File: src/rtl/rs422_test_ctrl_if.sv
// rs422_test_ctrl_if: control, checker handshake and statistics bundle for the rs422 test sequencer.
interface rs422_test_ctrl_if;
  logic        test_en;
  logic        test_abort;
  logic        RS422_START;
  logic        RS422_FINISH;
  logic [31:0] RS422_ERROR;
  logic        test_busy;
  logic        test_done;
  logic        test_pass;
  logic        timeout_flag;
  logic [15:0] run_cnt;
  logic [31:0] err_last;
  logic [31:0] err_max;
  logic [39:0] err_total;
  modport master (
    input  test_en, test_abort, RS422_FINISH, RS422_ERROR,
    output RS422_START, test_busy, test_done, test_pass, timeout_flag,
           run_cnt, err_last, err_max, err_total
  );
  modport slave (
    output test_en, test_abort, RS422_FINISH, RS422_ERROR,
    input  RS422_START, test_busy, test_done, test_pass, timeout_flag,
           run_cnt, err_last, err_max, err_total
  );
endinterface

File: src/rtl/rs422_test_ctrl.sv
// rs422_test_ctrl: runs the rs422 loopback BER checker RUN_NUM times, gathers error statistics
// and reports a pass/fail verdict against ERR_THRESH.
module rs422_test_ctrl #(
  parameter int RUN_NUM     = 16,
  parameter int TIMEOUT_CYC = 1000000,
  parameter int GAP_CYC     = 16,
  parameter int ERR_THRESH  = 0
) (
  input logic sys_clk,
  input logic sys_rst,
  rs422_test_ctrl_if.master io
);
  localparam int GW = $clog2(GAP_CYC + 1);
  localparam int TW = $clog2(TIMEOUT_CYC + 1);
  typedef enum logic [4:0] {
    IDLE  = 5'b00001,
    GAP   = 5'b00010,
    START = 5'b00100,
    WAIT  = 5'b01000,
    DONE  = 5'b10000
  } state_t;
  state_t st;
  logic [GW-1:0] gap_cnt;
  logic [TW-1:0] to_cnt;
  logic finish_d, aborted, fin_edge, gap_ok, to_hit, last_run, abort_now;
  logic [40:0] sum;
  always_comb begin
    fin_edge  = io.RS422_FINISH && !finish_d;
    gap_ok    = gap_cnt >= GW'(GAP_CYC - 1);
    to_hit    = to_cnt == TW'(TIMEOUT_CYC - 1);
    last_run  = (io.run_cnt + 16'd1) == 16'(RUN_NUM);
    abort_now = io.test_abort && (st == GAP || st == START || st == WAIT);
    sum       = {1'b0, io.err_total} + {9'd0, io.RS422_ERROR};
  end
  always_ff @(posedge sys_clk or posedge sys_rst) begin
    if (sys_rst) begin
      st              <= IDLE;
      gap_cnt         <= '0;
      to_cnt          <= '0;
      finish_d        <= 1'b0;
      aborted         <= 1'b0;
      io.RS422_START  <= 1'b0;
      io.test_busy    <= 1'b0;
      io.test_done    <= 1'b0;
      io.test_pass    <= 1'b0;
      io.timeout_flag <= 1'b0;
      io.run_cnt      <= '0;
      io.err_last     <= '0;
      io.err_max      <= '0;
      io.err_total    <= '0;
    end else begin
      finish_d       <= io.RS422_FINISH;
      io.RS422_START <= 1'b0;
      io.test_done   <= 1'b0;
      if (abort_now) begin
        st           <= DONE;
        aborted      <= 1'b1;
        io.test_done <= 1'b1;
      end else begin
        case (st)
          IDLE: if (io.test_en) begin
            st              <= GAP;
            io.test_busy    <= 1'b1;
            io.run_cnt      <= '0;
            io.err_last     <= '0;
            io.err_max      <= '0;
            io.err_total    <= '0;
            io.test_pass    <= 1'b0;
            io.timeout_flag <= 1'b0;
            aborted         <= 1'b0;
            finish_d        <= 1'b0;
            gap_cnt         <= '0;
          end
          // the checker restarts on any START seen while idle, so wait for FINISH to drop
          GAP: if (gap_ok && !io.RS422_FINISH) begin
            st             <= START;
            io.RS422_START <= 1'b1;
          end else if (!gap_ok) gap_cnt <= gap_cnt + 1'b1;
          START: begin
            to_cnt <= '0;
            st     <= WAIT;
          end
          WAIT: begin
            to_cnt <= to_cnt + 1'b1;
            if (fin_edge) begin
              io.err_last  <= io.RS422_ERROR;
              io.err_max   <= io.RS422_ERROR > io.err_max ? io.RS422_ERROR : io.err_max;
              io.err_total <= sum[40] ? '1 : sum[39:0];
              io.run_cnt   <= io.run_cnt + 16'd1;
              st           <= last_run ? DONE : GAP;
              io.test_done <= last_run;
              gap_cnt      <= '0;
            end else if (to_hit) begin
              io.timeout_flag <= 1'b1;
              io.test_done    <= 1'b1;
              st              <= DONE;
            end
          end
          DONE: begin
            io.test_pass <= !io.timeout_flag && !aborted && (io.err_total <= 40'(ERR_THRESH));
            io.test_busy <= 1'b0;
            st           <= IDLE;
          end
          default: begin
            io.test_busy <= 1'b0;
            st           <= IDLE;
          end
        endcase
      end
    end
  end
endmodule

File: src/flat_wrapper.sv
// flat-port wrapper written by rule: the top's interface ports become plain ports
module rs422_test_ctrl_flat 
#(
  parameter int RUN_NUM     = 16,
  parameter int TIMEOUT_CYC = 1000000,
  parameter int GAP_CYC     = 16,
  parameter int ERR_THRESH  = 0
)
  (sys_clk, sys_rst, io_test_en, io_test_abort, io_RS422_FINISH, io_RS422_ERROR, io_RS422_START, io_test_busy, io_test_done, io_test_pass, io_timeout_flag, io_run_cnt, io_err_last, io_err_max, io_err_total);
  rs422_test_ctrl_if io_i ();
  input logic sys_clk;
  input logic sys_rst;
  input wire logic [$bits(io_i.test_en)-1:0] io_test_en;
  input wire logic [$bits(io_i.test_abort)-1:0] io_test_abort;
  input wire logic [$bits(io_i.RS422_FINISH)-1:0] io_RS422_FINISH;
  input wire logic [$bits(io_i.RS422_ERROR)-1:0] io_RS422_ERROR;
  output wire logic [$bits(io_i.RS422_START)-1:0] io_RS422_START;
  output wire logic [$bits(io_i.test_busy)-1:0] io_test_busy;
  output wire logic [$bits(io_i.test_done)-1:0] io_test_done;
  output wire logic [$bits(io_i.test_pass)-1:0] io_test_pass;
  output wire logic [$bits(io_i.timeout_flag)-1:0] io_timeout_flag;
  output wire logic [$bits(io_i.run_cnt)-1:0] io_run_cnt;
  output wire logic [$bits(io_i.err_last)-1:0] io_err_last;
  output wire logic [$bits(io_i.err_max)-1:0] io_err_max;
  output wire logic [$bits(io_i.err_total)-1:0] io_err_total;
  assign io_i.test_en = io_test_en;
  assign io_i.test_abort = io_test_abort;
  assign io_i.RS422_FINISH = io_RS422_FINISH;
  assign io_i.RS422_ERROR = io_RS422_ERROR;
  assign io_RS422_START = io_i.RS422_START;
  assign io_test_busy = io_i.test_busy;
  assign io_test_done = io_i.test_done;
  assign io_test_pass = io_i.test_pass;
  assign io_timeout_flag = io_i.timeout_flag;
  assign io_run_cnt = io_i.run_cnt;
  assign io_err_last = io_i.err_last;
  assign io_err_max = io_i.err_max;
  assign io_err_total = io_i.err_total;
  rs422_test_ctrl #(.RUN_NUM(RUN_NUM), .TIMEOUT_CYC(TIMEOUT_CYC), .GAP_CYC(GAP_CYC), .ERR_THRESH(ERR_THRESH)) u_core (.sys_clk(sys_clk), .sys_rst(sys_rst), .io(io_i));
endmodule
File: config.mk
export PLATFORM = sky130hd
export DESIGN_NAME = rs422_test_ctrl_flat
export DESIGN_NICKNAME = d
export VERILOG_FILES = /design/src/rtl/rs422_test_ctrl_if.sv /design/src/rtl/rs422_test_ctrl.sv /design/src/flat_wrapper.sv
export SDC_FILE = /design/constraint.sdc
export NUM_CORES = 1
export LEC_CHECK = 0
export CORE_AREA = 4 4 172 174
export CTS_CLUSTER_DIAMETER = 40
export DETAILED_ROUTE_END_ITERATION = 10
export DIE_AREA = 0 0 176 178
export GPL_TIMING_DRIVEN = 0
export SKIP_CTS_REPAIR_TIMING = 1
export SLEW_MARGIN = 40
export SYNTH_ARGS = -nofsm -noshare
export SYNTH_HDL_FRONTEND = slang
export SYNTH_SLANG_ARGS = --single-unit
File: constraint.sdc
create_clock -name sys_clk -period 15.5 [get_ports sys_clk]
set_clock_uncertainty 0.2 [all_clocks]
set_input_delay 1.55 -clock sys_clk [delete_from_list [all_inputs] [get_ports sys_clk]]
set_output_delay 1.55 -clock sys_clk [all_outputs]
set_load 0.02 [all_outputs]
* Word-level counts from Yosys, hierarchy flattened *
Index checks and enable logic that the tools add are counted.

word-level totals
  output and inout bits = 125
  bits in registers = 157

cells by class
  bitwise logic cells = 2
  add/sub/neg operators = 4
  equality and inequality tests = 17
  reductions and logical operators = 27
  magnitude comparators = 3
  multiplexer cells = 45

operators by type and width
  kind                                                   number
  two-way mux 32 bit                                     4
  case mux 32 bit (2 select lines)                       2
  two-way mux 40 bit                                     3
  case mux 40 bit (2 select lines)                       1
  two-way mux 5 bit                                      10
  adder 40 x 32 -> 41 bit                                1
  <= comparator 40 x 1 -> 1 bit (second input constant)  1
  case mux 20 bit (2 select lines)                       1
  > comparator 32 bit                                    1
  two-way mux 16 bit                                     2
  case mux 16 bit (2 select lines)                       1
  adder 20 x 1 -> 20 bit (second input constant)         1
  == test 20 bit (second input constant)                 1
  case mux 5 bit (4 select lines)                        1
  adder 16 x 1 -> 16 bit (second input constant)         1
  == test 16 x 5 -> 1 bit (second input constant)        1
  two-way mux 1 bit                                      16
  case mux 5 bit (3 select lines)                        1
  != test 2 bit (second input constant)                  5
  AND reduction 5 bit                                    2
  nonzero test 2 bit                                     5
  AND reduction 3 bit                                    3
  != test 3 x 2 -> 1 bit (second input constant)         2
  case mux 1 bit (2 select lines)                        3
  18 further kinds                                       29

* Depth between registers and ports, before layout *
  depth in word-level cells = 6
  gate-level depth with buffers = 12

* Worst setup path after synthesis *
Ideal clock, no wire load.

  path kind = input port to flip-flop
  start = input port io_RS422_ERROR[0]
  end = register u_core.io.err_total[28] (netlist bit)
  slack = 11.544 ns
  library setup time = 0.126 ns
  cell stages on the path = 11
  arrival time = 3.630 ns
  required time = 15.174 ns
  cells stage by stage = ha_1 fa_1 a21oi_1 o221ai_2 nand3_1 nand3b_1 a31oi_1 o21ai_0 a21oi_1 xnor2_1 a221o_1

on the way
  cells in the longest elaborated chain, start to end = 4

RTL lines
  item                              line                      RTL
  start, declared                   flat_wrapper.sv:16        input wire logic [$bits(io_i.RS422_ERROR)-1:0] io_RS422_ERROR;
  adder 40 x 32 -> 41 bit           rs422_test_ctrl.sv:33     sum = {1'b0, io.err_total} + {9'd0, io.RS422_ERROR};
  two-way mux 40 bit                rs422_test_ctrl.sv:88     io.err_total <= sum[40] ? '1 : sum[39:0];
  two-way mux 40 bit                rs422_test_ctrl.sv:85     if (fin_edge) begin
  case mux 40 bit (2 select lines)  rs422_test_ctrl.sv:60     case (st)
  end signal, assigned              rs422_test_ctrl.sv:88
  end, declared                     rs422_test_ctrl_if.sv:19  run_cnt, err_last, err_max, err_total

Every way passes these cells. The select of a mux whose other input is x is not followed.
A chain may end at the register's enable or synchronous reset.

* Worst setup path in the final report *
  start = input port io_RS422_ERROR[14]
  end = register u_core.io.err_max[19] (netlist bit)

on the way
  cells in the longest elaborated chain, start to end = 3

RTL lines
  item                                  line                      RTL
  > comparator 32 bit                   rs422_test_ctrl.sv:87     io.err_max <= io.RS422_ERROR > io.err_max ? io.RS422_ERROR : io.err_max;
  != test 2 bit (no source line)        -
  AND reduction 5 bit (no source line)  -
  end signal, assigned                  rs422_test_ctrl.sv:87
  end, declared                         rs422_test_ctrl_if.sv:19

Every way passes these cells.

==> summary.txt <==
Status
  – Status: finished clean

STA
  – Fin Hold WS: between 200 and 300 ps
  – Setup TNS: 0 ps
  – Relative slew slack: 0.497
  – Final min period: 4870 ps
  – Crit share post-route: 0.314
  – Least-Margin Pin Slew: about 750 ps
  – Unrepaired setup endpoints after global routing: false
  – Peak Freq: between 0.2 and 0.25 GHz
  – Final hold violations: 0
  – # setup viols final: 0
  – Max-slew violations: 0

Floorplanning
  – Die span in y: 178 um
  – DIE AREA: 31300 um2
  – Ports: between 150 and 200
  – Initial Utilization: 0.347
  – Core Area: 27800 um2
  – Die width: around 180 um
  – Row count: 61

Final layout
  – Layout cells sized above 1: 0.0727
  – Layout fillers: between 2k and 3k
  – Layout area overhead: 28.3%
  – Area taken by multi-input logic gates: ~5300 um2
  – FF/Latch Area: 3930 um2
  – N_diodes: 0
  – Nets: 1374

Critical path
  – FF-to-FF End: u_core.io.err_max[19]
  – Crit start category: primary input
  – Critical path peak fanout: 10
  – R2R depth: 11
  – Critical path type: primary input to flip-flop
  – Crit path capture: u_core.io.err_max[19]
  – Critical path arrival: 5030 ps
  – Worst Setup SP: io_RS422_ERROR[14]
  – Worst R2R Setup Slack: 11890 ps
  – Critical path capture point type: flip-flop
  – Reg-to-reg critical path startpoint: u_core.io.err_max[14]
  – CP required: 15660 ps

Yosys
  – Post-synth EDFFs: 0
  – Synthesis-stage register bit count: 157
  – Cell taking the most area after synthesis: dfrtp_1
  – Synthesized cell area: just under 10000 um2
  – Count of different cell masters after synthesis: just over 80
  – Async S/R FF share, synth: 1.00
  – Syn avg cell area: 8.89 um2
  – Top cells by count, synth: nand2_1, dfrtp_1, o21ai_0
  – Seq/Total Area, Yosys: 0.407
  – Synth area leaders: dfrtp_1, ha_1, nand2_1
  – Top_reg_cell synth: dfrtp_1
  – Net Count, Synth: 1192
  – Synth top area share: 0.405
  – Total number of yosys warnings: 0
  – Post-Synthesis Cells: approximately 1.1k
  – Most frequent cell after synthesis: nand2_1

Power and ir drop
  – Tot Pwr: 1.24 mW
  – Lkg Pwr: approximately 5.6 nW
  – Power density cells: 100 nW/um2
  – VDD IR max: 0.0000685 V

Flow run
  – Max-capacitance violation count: 0

Routing
  – DRT Pass-1 Iters: 5
  – Initial DRC count: 661
  – Routed Antenna Nets: 0
  – DR WL/cell: around 18 um
  – Via density: 5.35
  – Post-Route WL: 30100 um
  – DRC: 0
  – Via count: 8873

Global route
  – GR Util All Layers: 0.191
  – Vias in the first global route: between 8k and 9k
  – Largest net degree at the start of global routing: 70
  – First-pass GRT wire length: 47900 um
  – Antenna violations before repair: 0
  – Total gr overflow: 0

Clock tree
  – TritonCTS clock tree: yes
  – Clk_lat worst skew: 430 ps
  – Max H-tree Level: 4
  – CTS Sinks: 157
  – Max Buffers Root-to-Sink: 2
  – Clock root buffer: clkbuf_16
  – Clock transition at path regs: 70 ps
  – Cts bufs inserted: 17

Place
  – Post-DP HPWL: 22700 um
  – Global placement routability congestion: 0.858
  – # port buffers: 161

Worst hold path
  – Worst Hold Class: flip-flop to flip-flop
per-stage QoR:
stage,setup slack [ps],utilization,instance area (um2),cells
3_3_place_gp,6940,0.422,11700,1624
3_5_place_dp,10140,0.425,11800,1626
6_report,10630,0.446,12400,1658
5_1_grt,10460,0.446,12400,1658
2_1_floorplan,9520,-,9650,1085
4_1_cts,10580,0.446,12400,1658
kinds of logic after synthesis:
group,synth area share
AOI/OAI and AO/OA,0.200
and+or+nand+nor,0.208
adders and majority gates,0.0916
buffers and inverters,0.0440
DFF,0.407
xor gates and xnor gates,0.0480
muxes,0.00104
layer usage:
layer,wire length (um),global-route usage,up-vias
li1,-,-,4275
met1,13700,0.258,4314
met2,14000,0.306,251
met3,1970,0.0496,33
met4,488,0.0481,0
met5,0,0,-
layout by cell type, fill, tap and decap left out, drive strengths merged, types with 5 or more instances in the layout:
master,netlist,routed
o21bai,6,6
ha,69,69
nand2,188,188
dfrtp,156,156
nor3,12,12
and2,8,8
o31ai,10,10
o21a,6,6
buf,23,25
o21ai,82,82
nand3,60,60
a21oi,65,65
a21o,31,31
nor2b,5,5
clkdlybuf4s50,0,161
inv,47,56
a32o,33,33
nor2,76,76
and4,5,5
xnor2,27,27
nand4,25,25
a31oi,14,14
clkbuf,29,47
xor2,25,25
and3,14,14
nor4,13,13
final cells by class:
cell class	instances	share of cell area
buffer	52	0.0200
clock buffer	18	0.0355
clock inverter	14	0.0118
inverter	47	0.0149
multi-input combinational	829	0.428
sequential	157	0.317
tap	378	0.0382
timing repair buffer	163	0.135
worst min path at each step:
| stage | startpoint | endpoint | slack [ps] | depth (start not counted) |
|---|---|---|---|---|
| final | u_core.io.err_last[26] | u_core.io.err_last[26] | 270 | 2 |
| after floorplan | u_core.gap_cnt[4] | u_core.gap_cnt[4] | 270 | 2 |
| after global placement | u_core.io.err_last[10] | u_core.io.err_last[10] | 260 | 2 |
| after global routing | u_core.io.err_last[26] | u_core.io.err_last[26] | 300 | 2 |
| after CTS | u_core.io.err_last[26] | u_core.io.err_last[26] | 280 | 2 |
| after detailed placement | u_core.io.err_last[15] | u_core.io.err_last[15] | 260 | 2 |
power by group:
| part | internal, mW | leakage, nW | switching, mW |
|---|---|---|---|
| combinational | 0.108 | 3.14 | 0.263 |
| clock | 0.233 | 0.288 | 0.200 |
| sequential | 0.424 | 2.18 | 0.0157 |
| total | 0.765 | 5.61 | 0.479 |
flip-flops by register name (all words and copies together) (netlist names):
signal / flops
u_core.io.test_busy: 1
u_core.io.run_cnt: 16
u_core.io.test_done: 1
u_core.gap_cnt: 5
u_core.aborted: 1
u_core.st: 5
u_core.io.err_total: 40
u_core.finish_d: 1
u_core.io.test_pass: 1
u_core.io.RS422_START: 1
u_core.io.err_last: 32
u_core.to_cnt: 20
u_core.io.timeout_flag: 1
u_core.io.err_max: 32
critical path: stages:
cell and delay (ps):
clkdlybuf4s50_1 510, ha_1 350, nand4_1 160, nor3_1 420, o21ai_0 240, o211ai_1 230, a221o_1 230, o21ai_0 140
nor2_1 460, clkbuf_1 500, a32o_1 240
Note: power is estimated with default switching activity, not from simulation.
